===== src/rtl/idct_pkg.sv =====
// rtl/idct_pkg.sv - shared types and constants for the S' x C row transform
// C_TABLE rows are frequency k, columns spatial j: 12-bit IDCT magnitudes with cos signs.
package idct_pkg;

  typedef enum logic [2:0] {
    IDLE,
    LOAD,
    MAC,
    WRITE_LAST,
    DONE
  } state_t;

  localparam int T_SHIFT = 8;
  localparam logic signed [31:0] ROUND_BIAS = 32'sd128;

  localparam logic signed [15:0] C_TABLE [8][8] = '{
    '{ 16'sd1448,  16'sd1448,  16'sd1448,  16'sd1448,  16'sd1448,  16'sd1448,  16'sd1448,  16'sd1448},
    '{ 16'sd2008,  16'sd1702,  16'sd1137,  16'sd399,  -16'sd399,  -16'sd1137, -16'sd1702, -16'sd2008},
    '{ 16'sd1892,  16'sd783,  -16'sd783,  -16'sd1892, -16'sd1892, -16'sd783,   16'sd783,   16'sd1892},
    '{ 16'sd1702, -16'sd399,  -16'sd2008, -16'sd1137,  16'sd1137,  16'sd2008,  16'sd399,  -16'sd1702},
    '{ 16'sd1448, -16'sd1448, -16'sd1448,  16'sd1448,  16'sd1448, -16'sd1448, -16'sd1448,  16'sd1448},
    '{ 16'sd1137, -16'sd2008,  16'sd399,   16'sd1702, -16'sd1702, -16'sd399,   16'sd2008, -16'sd1137},
    '{ 16'sd783,  -16'sd1892,  16'sd1892, -16'sd783,  -16'sd783,   16'sd1892, -16'sd1892,  16'sd783},
    '{ 16'sd399,  -16'sd1137,  16'sd1702, -16'sd2008,  16'sd2008, -16'sd1702,  16'sd1137, -16'sd399}
  };

endpackage


===== src/rtl/compute_t_if.sv =====
// rtl/compute_t_if.sv - S' RAM read port and T RAM write port bundle
// master is the transform engine, slave is the memory side.
interface compute_t_if;
  logic [7:0]  SP_RAM_address;
  logic [31:0] SP_RAM_read_data;
  logic [7:0]  T_RAM_address;
  logic [31:0] T_RAM_write_data;
  logic        T_RAM_we;

  modport master (
    output SP_RAM_address,
    input  SP_RAM_read_data,
    output T_RAM_address,
    output T_RAM_write_data,
    output T_RAM_we
  );

  modport slave (
    input  SP_RAM_address,
    output SP_RAM_read_data,
    input  T_RAM_address,
    input  T_RAM_write_data,
    input  T_RAM_we
  );
endinterface


===== src/rtl/idct_coeff_rom.sv =====
// rtl/idct_coeff_rom.sv - combinational coefficient pair lookup
// Returns C[2*kp][j] and C[2*kp+1][j] for the two multipliers.
module idct_coeff_rom
  import idct_pkg::*;
(
  input  logic [1:0]         kp,
  input  logic [2:0]         j,
  output logic signed [15:0] c_even,
  output logic signed [15:0] c_odd
);

  assign c_even = C_TABLE[{kp, 1'b0}][j];
  assign c_odd  = C_TABLE[{kp, 1'b1}][j];

endmodule


===== src/rtl/compute_t.sv =====
// rtl/compute_t.sv - T = S' x C over one 8x8 block, 37 cycles per row
// Optional COMPUTE_T_ROUND_EN: add 128 before the >>>8 (round half up); default truncates.
module compute_t
  import idct_pkg::*;
(
  input  logic      Clock_50,
  input  logic      Resetn,
  input  logic      start,
  output logic      finish,
  compute_t_if.master ram
);

  state_t state, state_next;

  logic [2:0]         row;
  logic [4:0]         cnt;
  logic signed [15:0] s_row [8];
  logic signed [31:0] acc;
  logic signed [31:0] acc_sum;
  logic signed [31:0] p_even;
  logic signed [31:0] p_odd;
  logic signed [31:0] t_val;
  logic signed [15:0] c_even;
  logic signed [15:0] c_odd;
  logic [1:0]         kp;
  logic [2:0]         col;
  logic [1:0]         word_sel;

  // In MAC the counter splits as {column, pair}; in LOAD it is the fetch step.
  assign kp       = cnt[1:0];
  assign col      = cnt[4:2];
  assign word_sel = cnt[1:0] - 2'd1;

  idct_coeff_rom u_rom (
    .kp     (kp),
    .j      (col),
    .c_even (c_even),
    .c_odd  (c_odd)
  );

  assign p_even  = 32'(s_row[{kp, 1'b0}]) * 32'(c_even);
  assign p_odd   = 32'(s_row[{kp, 1'b1}]) * 32'(c_odd);
  assign acc_sum = ((kp == 2'd0) ? 32'sd0 : acc) + p_even + p_odd;

`ifdef COMPUTE_T_ROUND_EN
  assign t_val = (acc_sum + ROUND_BIAS) >>> T_SHIFT;
`else
  assign t_val = acc_sum >>> T_SHIFT;
`endif

  assign ram.SP_RAM_address = {3'b000, row, kp};

  always_ff @(posedge Clock_50 or negedge Resetn) begin
    if (!Resetn) state <= IDLE;
    else         state <= state_next;
  end

  always_comb begin
    state_next = state;
    finish     = 1'b0;
    case (state)
      IDLE:       if (start) state_next = LOAD;
      LOAD:       if (cnt == 5'd4) state_next = MAC;
      MAC:        if (cnt == 5'd31) state_next = (row == 3'd7) ? WRITE_LAST : LOAD;
      WRITE_LAST: state_next = DONE;
      DONE: begin
        finish     = 1'b1;
        state_next = IDLE;
      end
      default:    state_next = IDLE;
    endcase
  end

  always_ff @(posedge Clock_50 or negedge Resetn) begin
    if (!Resetn) begin
      row                  <= '0;
      cnt                  <= '0;
      acc                  <= '0;
      ram.T_RAM_we         <= 1'b0;
      ram.T_RAM_address    <= '0;
      ram.T_RAM_write_data <= '0;
      for (int i = 0; i < 8; i++) s_row[i] <= '0;
    end else begin
      ram.T_RAM_we <= 1'b0;
      case (state)
        IDLE: begin
          row <= '0;
          cnt <= '0;
        end
        LOAD: begin
          // Data for the address issued last cycle arrives now.
          if (cnt != 5'd0) begin
            s_row[{word_sel, 1'b0}] <= ram.SP_RAM_read_data[31:16];
            s_row[{word_sel, 1'b1}] <= ram.SP_RAM_read_data[15:0];
          end
          cnt <= (cnt == 5'd4) ? 5'd0 : cnt + 5'd1;
        end
        MAC: begin
          acc <= acc_sum;
          cnt <= cnt + 5'd1;
          if (kp == 2'd3) begin
            ram.T_RAM_we         <= 1'b1;
            ram.T_RAM_address    <= {2'b00, row, col};
            ram.T_RAM_write_data <= t_val;
          end
          if (cnt == 5'd31) row <= row + 3'd1;
        end
        default: ;
      endcase
    end
  end

endmodule

===== src/flat_wrapper.sv =====
// flat-port wrapper written by rule: the top's interface ports become plain ports
module compute_t_flat import idct_pkg::*;
  (Clock_50, Resetn, start, finish, ram_SP_RAM_address, ram_SP_RAM_read_data, ram_T_RAM_address, ram_T_RAM_write_data, ram_T_RAM_we);
  compute_t_if ram_i ();
  input  logic Clock_50;
  input  logic Resetn;
  input  logic start;
  output logic finish;
  output wire logic [$bits(ram_i.SP_RAM_address)-1:0] ram_SP_RAM_address;
  input wire logic [$bits(ram_i.SP_RAM_read_data)-1:0] ram_SP_RAM_read_data;
  output wire logic [$bits(ram_i.T_RAM_address)-1:0] ram_T_RAM_address;
  output wire logic [$bits(ram_i.T_RAM_write_data)-1:0] ram_T_RAM_write_data;
  output wire logic [$bits(ram_i.T_RAM_we)-1:0] ram_T_RAM_we;
  assign ram_SP_RAM_address = ram_i.SP_RAM_address;
  assign ram_i.SP_RAM_read_data = ram_SP_RAM_read_data;
  assign ram_T_RAM_address = ram_i.T_RAM_address;
  assign ram_T_RAM_write_data = ram_i.T_RAM_write_data;
  assign ram_T_RAM_we = ram_i.T_RAM_we;
  compute_t u_core (.Clock_50(Clock_50), .Resetn(Resetn), .start(start), .finish(finish), .ram(ram_i));
endmodule

===== config.mk =====
export PLATFORM = sky130hd
export DESIGN_NAME = compute_t_flat
export DESIGN_NICKNAME = d
export VERILOG_FILES = /design/src/rtl/idct_pkg.sv /design/src/rtl/compute_t_if.sv /design/src/rtl/idct_coeff_rom.sv /design/src/rtl/compute_t.sv /design/src/flat_wrapper.sv
export SDC_FILE = /design/constraint.sdc
export NUM_CORES = 2
export LEC_CHECK = 0
export BUFFER_PORTS_ARGS = -buffer_cell sky130_fd_sc_hd__clkbuf_2
export CORE_MARGIN = 2
export CORE_UTILIZATION = 45
export CTS_CLUSTER_SIZE = 14
export DETAILED_ROUTE_END_ITERATION = 7
export PLACE_DENSITY = 0.71
export SYNTH_ARGS = -nofsm -noshare
export SYNTH_HDL_FRONTEND = slang
export SYNTH_SLANG_ARGS = --single-unit

===== constraint.sdc =====
create_clock -name Clock_50 -period 12.1 [get_ports Clock_50]
set_clock_uncertainty 0.05 [all_clocks]
set_input_delay 1.21 -clock Clock_50 [delete_from_list [all_inputs] [get_ports Clock_50]]
set_output_delay 1.21 -clock Clock_50 [all_outputs]
set_load 0.02 [all_outputs]

# == Word-level counts from Yosys, hierarchy flattened ==
# Memories as Yosys holds them, arrays and structs flattened.
# Cells that the tools add are included.
# totals
regBits,202
latch_bits,0
ramBits,0
romBits,2048
in_bits,35
output_inout_bits,50
word_cells,93
memories,2
# op_classes
addsub,5
n_mul,2
n_div,0
n_lt_le_gt_ge,7
eq_ne,11
shift,0
mux,35
bitwise_logic,5
reduce_logical,11
# mem_list
memory,words,word_bits,rd,rd_clocked_by_memory_dff,wr,line_no,text
(name not given),8,128,1,0,0,idct_coeff_rom.sv:13,"assign c_odd = C_TABLE[{kp, 1'b1}][j];"
(name not given),8,128,1,0,0,idct_coeff_rom.sv:12,"assign c_even = C_TABLE[{kp, 1'b0}][j];"
# ops
op,n
$mux W128,4
$bwmux W128,2
$bmux W16 S3,4
$mux W16,10
$demux W16 S3,2
$add A32 B32 Y32,2
$mul A16 B16 Y32,2
$mux W32,1
$ge A4 B4 Y1 const B,5
$not A3 Y4,5
$pmux W5 S3,1
$mux W3,4
$pmux W3 S4,1
$lt A4 B1 Y1 const B,2
$eq A3 B2 Y1 const B,2
$eq A3 B3 Y1 const B,2
$pmux W3 S2,1
$reduce_and A2 Y1,3
$add A5 B1 Y5 const B,1
$eq A5 B3 Y1 const B,1
$eq A5 B5 Y1 const B,1
$mux W5,1
$reduce_bool A5 Y1,1
$ne A2 B1 Y1 const B,2
other kinds (13),16

# == Depth between registers and ports, before layout ==
# logic_depth
depth_word,10
ltp_mapped,36
depth_no_buf,33

# == Cells and area by module ==
# Synthesis repeated with hierarchy kept, for this count alone.
# hier_totals
cells_unflattened,3011
area_unflattened_um2,30564.3
# by_module_without_submodules
mod,n_inst,cells_each,area_each_um2,seq_area_each_um2
compute_t,1,2833,29408.2,5054.8
idct_coeff_rom,1,178,1156.1,0.0

# == Worst setup path before layout ==
# Ideal clock, no wire load.
# synth_path
kind,flip-flop to flip-flop
from,reg u_core.cnt[0]
to,reg u_core.acc[30]
setup_ns,0.134
t_arrival_ns,8.936
required_time_ns,11.916
setup_slack_ns,2.980
stages_incl_launch_ff,32
path_buffers,2
period_less_slack_ns,9.120
cell_sequence,dfrtp_1 buf_2 inv_1 clkbuf_1 ha_1 and2_1 or3_1 o21a_1 nor2_1 a21oi_1 nor2_1 fa_1 inv_1 fa_1 inv_1 fa_1 fa_1 fa_1 fa_1 fa_1 inv_1 fa_1 inv_1 ha_1 and3_1 nand4_1 nor3b_1 a22oi_1 a311oi_1 a31oi_1 xor2_1 o21ai_0
# synth_between
elab_chain_cells,10
word_cells_on_any_way,26
classes_between,2 x add/sub; 2 x mul; 17 x mux; 2 x bitwise; 1 x reduce/logical; 2 x memory
# synth_lines
item,line_no,text
from (decl),compute_t.sv:16,logic [4:0] cnt;
from (signal assigned),compute_t.sv:96,cnt <= (cnt == 5'd4) ? 5'd0 : cnt + 5'd1;
from (signal assigned),compute_t.sv:100,cnt <= cnt + 5'd1;
$not A3 Y4 (implied by the code),"idct_coeff_rom.sv:12, compute_t.sv:41",
$mem_v2 Z8 W128,--,
$mux W128 (implied by the code) (2 in a row),idct_coeff_rom.sv:12,
$bmux W16 S3,idct_coeff_rom.sv:12,
$mux W16 (implied by the code) (2 in a row),idct_coeff_rom.sv:12,
$mul A16 B16 Y32,compute_t.sv:41,"assign p_even = 32'(s_row[{kp, 1'b0}]) * 32'(c_even);"
$add A32 B32 Y32,compute_t.sv:43,assign acc_sum = ((kp == 2'd0) ? 32'sd0 : acc) + p_even + p_odd;
$add A32 B32 Y32 (*),compute_t.sv:43,
to (signal assigned),compute_t.sv:99,acc <= acc_sum;
to (decl),compute_t.sv:18,logic signed [31:0] acc;
# Every way passes the cells marked *; elsewhere a longest branch is shown, timed or not. The select of a mux whose other input is x is not followed.
# A chain may end at the register's enable or synchronous reset.

# == Final worst setup path ==
# layout_path
from,reg u_core.cnt[0]
to,reg u_core.ram.T_RAM_write_data[22]
# layout_between
elab_chain_cells,10
word_cells_on_any_way,28
classes_between,2 x add/sub; 2 x mul; 1 x eq/ne; 17 x mux; 2 x bitwise; 2 x reduce/logical; 2 x memory
# layout_lines
item,line_no,text
$not A3 Y4 (implied by the code),"idct_coeff_rom.sv:12, compute_t.sv:41",
$mem_v2 Z8 W128,--,
$mux W128 (implied by the code) (2 in a row),idct_coeff_rom.sv:12,
$bmux W16 S3,idct_coeff_rom.sv:12,
$mux W16 (implied by the code) (2 in a row),idct_coeff_rom.sv:12,
$mul A16 B16 Y32,compute_t.sv:41,
$add A32 B32 Y32 (2 in a row),compute_t.sv:43,
to (signal assigned),compute_t.sv:104,ram.T_RAM_write_data <= t_val;
to (decl),compute_t_if.sv:14,"output T_RAM_write_data,"
# Several ways; a longest one is shown, not always the timed one. The select of a mux whose other input is x is not followed.

==> PnR_summary.wiki <==
{| class="wikitable"
! Metric !! Value
|-
| DRC viols || 0
|-
| Root cell of the clock tree || sky130_fd_sc_hd__clkbuf_16
|-
| Final count of negative-setup-slack endpoints || 0
|-
| Total GRT Usage || 0.220
|-
| Critical path fanouts, max || 25
|-
| Worst-Skew Late Latency || approximately 0.54 ns
|-
| Number of I/O port buffers || roughly 80
|-
| Critical path start-end classification || flop to flop
|-
| Via count of the first global-routing pass || around 21,000
|-
| Final GP Congestion || 0.970
|-
| I/O pin count || 85
|-
| Clock transition at path regs || 0.07 ns
|-
| Die boundary height || 259 um
|-
| Number of DRC violations after detailed-routing iteration 0 || 1,249
|-
| Total number of vias || 19,500
|-
| Data arrival time of the critical path || ~11 ns
|-
| Worst Max-Slew Pin Slew || 1.24 ns
|-
| Req. time, crit path || 12.40 ns
|-
| Most common cell in the synthesized netlist || sky130_fd_sc_hd__inv_1
|-
| TritonCTS Buffers || 20
|-
| Standard cell core area || around 64,000 um2
|-
| Number of rows in the core area || 93
|-
| Cells resized by post-CTS repair || 0
|-
| Critical path startpoint category || flop
|-
| Cell repeated most along the worst path || sky130_fd_sc_hd__fa_1
|-
| Aggregate global routing overflow || 0
|-
| Post-detail-place hpwl || roughly 60 mm
|-
| Run status || completed
|-
| Post-synthesis instance area || around 29,000 um2
|-
| Count of maximum capacitance violations || 0
|-
| Worst hold path type || flop to flop
|-
| CTS tree || built
|-
| Total Wirelength || 70.1 mm
|-
| Post-detailed-route wirelength per cell || 18.5 um
|-
| Worst rel slew slack || 0.167
|-
| Sequential element share of the synthesized area || 0.172
|-
| Clock sink total || a little over 200
|-
| Slew Viols, Final || 0
|-
| Avg Cell Area, Syn || just over 10 um2
|-
| Largest net degree at the start of global routing || 81
|-
| Count of antenna-violating nets left after detailed routing || 0
|-
| Slowest cell on crit path || sky130_fd_sc_hd__inv_1
|-
| Cell types with the largest area share after synthesis || sky130_fd_sc_hd__fa_1 42%, sky130_fd_sc_hd__dfrtp_1 17%, sky130_fd_sc_hd__inv_1 9.1%
|-
| Top cells by instance count after synthesis || 708 x sky130_fd_sc_hd__inv_1, 611 x sky130_fd_sc_hd__fa_1, 276 x sky130_fd_sc_hd__nand2_1
|-
| Die extent in x || 259 um
|-
| # hold bufs at CTS || 0
|-
| Crit end category || flop
|-
| Top cell type's share of synthesized area || 0.417
|-
| Largest area contributor in the synthesized netlist || sky130_fd_sc_hd__fa_1
|-
| Post-synth cell types || 59
|-
| Maximum number of buffers from clock root to sink || 3
|-
| Timing-limited maximum frequency || around 0.097 GHz
|-
| Count of TritonRoute iterations in the first routing pass || 5
|-
| Min Tclk post-route || around 10 ns
|-
| Synthesis-stage register bit count || between 200 and 250
|-
| YS warnings || 0
|-
| Global-route wire length before repair || ~120 mm
|-
| Level count of the clock H-tree || 1
|-
| Launch point of the worst hold path || u_core.acc[0]
|-
| Number of antenna cells inserted || 0
|-
| Area delta synth->final || 6.41%
|-
| Share of synthesized registers carrying an async set or reset || 1.00
|-
| Endpoints failing hold || 0
|-
| Number of enable-type register cells in the synthesized netlist || 0
|-
| Effective utilization at floorplan || 0.455
|-
| Post-CTS Setup Repair Bufs || 0
|-
| Setup repair after global routing missed its margin || no
|-
| Part of the cycle the worst path needs || 0.854
|-
| Sum of negative setup slack || 0 ns
|-
| Mapped Cells || about 2,900
|-
| Ys flop type || sky130_fd_sc_hd__dfrtp_1
|-
| Number of antenna violations at the first check in global routing || 0
|-
| Max stage delay on crit path || 0.79 ns
|-
| Final layout net count || between 3,000 and 4,000
|-
| Critical path origin || u_core.cnt[0]
|-
| Average vias per placed instance || between 5 and 6
|-
| R2r startpoint || u_core.cnt[0]
|-
| Layout cells sized above 1 || 0.113
|-
| Die Area || roughly 67,000 um2
|}
==> placed cells by master (no fill, tap or decap), types with 7 or more instances in the layout <==
cell type and count:
sky130_fd_sc_hd__o21ai_1 14, sky130_fd_sc_hd__a31oi_1 7, sky130_fd_sc_hd__dfrtp_1 200, sky130_fd_sc_hd__nor3_1 8, sky130_fd_sc_hd__and2_1 36, sky130_fd_sc_hd__clkbuf_1 7
sky130_fd_sc_hd__o21bai_1 8, sky130_fd_sc_hd__fa_1 611, sky130_fd_sc_hd__nand3_1 8, sky130_fd_sc_hd__xnor2_1 38, sky130_fd_sc_hd__a21o_1 13, sky130_fd_sc_hd__inv_1 708
sky130_fd_sc_hd__nand2_1 275, sky130_fd_sc_hd__o21ai_0 98, sky130_fd_sc_hd__mux2_2 150, sky130_fd_sc_hd__ha_1 150, sky130_fd_sc_hd__clkbuf_16 20, sky130_fd_sc_hd__o21a_1 22
sky130_fd_sc_hd__nor2b_1 55, sky130_fd_sc_hd__buf_4 38, sky130_fd_sc_hd__nor2_1 173, sky130_fd_sc_hd__a21oi_1 38, sky130_fd_sc_hd__mux2i_1 25, sky130_fd_sc_hd__xor2_1 18
sky130_fd_sc_hd__clkbuf_2 78, sky130_fd_sc_hd__or2_2 17, sky130_fd_sc_hd__mux4_2 14, sky130_fd_sc_hd__nand2b_1 24
==> metrics by stage <==
stage / worst slack [ns] / cell area (um2) / std cells / hold slack (ns) / utilization
after floorplan: 2.98 / 29400 / 2909 / 0.388 / -
after global placement: 1.99 / 30600 / 3759 / 0.405 / 0.475
after detailed placement: 1.93 / 30600 / 3759 / 0.406 / 0.475
after CTS: 1.84 / 31200 / 3792 / 0.421 / 0.485
after global routing: 1.27 / 31200 / 3792 / 0.441 / 0.485
final: 1.76 / 31200 / 3792 / 0.420 / 0.485
==> flip-flops by register name (all words and copies together) (netlist names) <==
signal / count
u_core.ram.T_RAM_write_data: 24
u_core.s_row: 128
u_core.state: 3
u_core.ram.T_RAM_address: 6
u_core.row: 3
u_core.cnt: 5
u_core.ram.T_RAM_we: 1
u_core.acc: 32
==> cell families (layout without fill, tap and decap cells) <==
group / Yosys count / in the layout / share of synthesized area
buffers and inverters: 830 / 858 / 0.109
adder cells (fa/ha/maj): 761 / 761 / 0.481
AND/OR/NAND/NOR: 619 / 619 / 0.0934
AO/OA/AOI/OAI: 247 / 247 / 0.0509
flip-flops: 202 / 202 / 0.172
multiplexers: 189 / 189 / 0.0768
XOR/XNOR: 56 / 56 / 0.0167
other: 1 / 5 / 0.000128
==> final timing paths <==
path                                                        end  slack [ns]  cells after the start
worst max-delay path            u_core.ram.T_RAM_write_data[22]        1.76                     29
min in group asynchronous        u_core.ram.T_RAM_write_data[8]        0.61                      1
worst min register to register                    u_core.acc[0]        0.42                      2
max in group asynchronous                         u_core.cnt[0]        9.97                      2
worst min-delay path                              u_core.acc[0]        0.42                      2
worst max register to register  u_core.ram.T_RAM_write_data[22]        1.76                     29
==> per-layer routing <==
layer,part of all wire,global-route usage,vias up,wire length [um]
met4,0.027,0.0624,0,1920
met3,0.073,0.0380,109,5090
li1,-,-,8710,-
met5,0,0,-,0
met1,0.44,0.308,10000,30500
met2,0.46,0.354,621,32600
==> worst max-delay path: cells and delay by family, from the launching register on <==
| family | cells | cell delay (ns) |
|---|---|---|
| simple gates | 2 | 0.55 |
| mux | 1 | 0.24 |
| compound gates | 8 | 1.98 |
| xor+xnor | 1 | 0.19 |
| flops | 1 | 0.50 |
| fa+ha+maj | 10 | 4.87 |
| buf+inv | 7 | 1.73 |
==> cell type report <==
class                           count  area [um2]
Timing Repair Buffer              117         689
Clock inverter                      4        87.6
Tap cell                          855        1070
Clock buffer                       29         554
Fill cell                        5958       33200
Inverter                          708        2660
Sequential cell                   202        5060
Multi-Input combinational cell   1877       21100
Power is left out: the tool's default activity adds up to more than one toggle a clock period on the data nets, which glitch-free logic cannot reach.
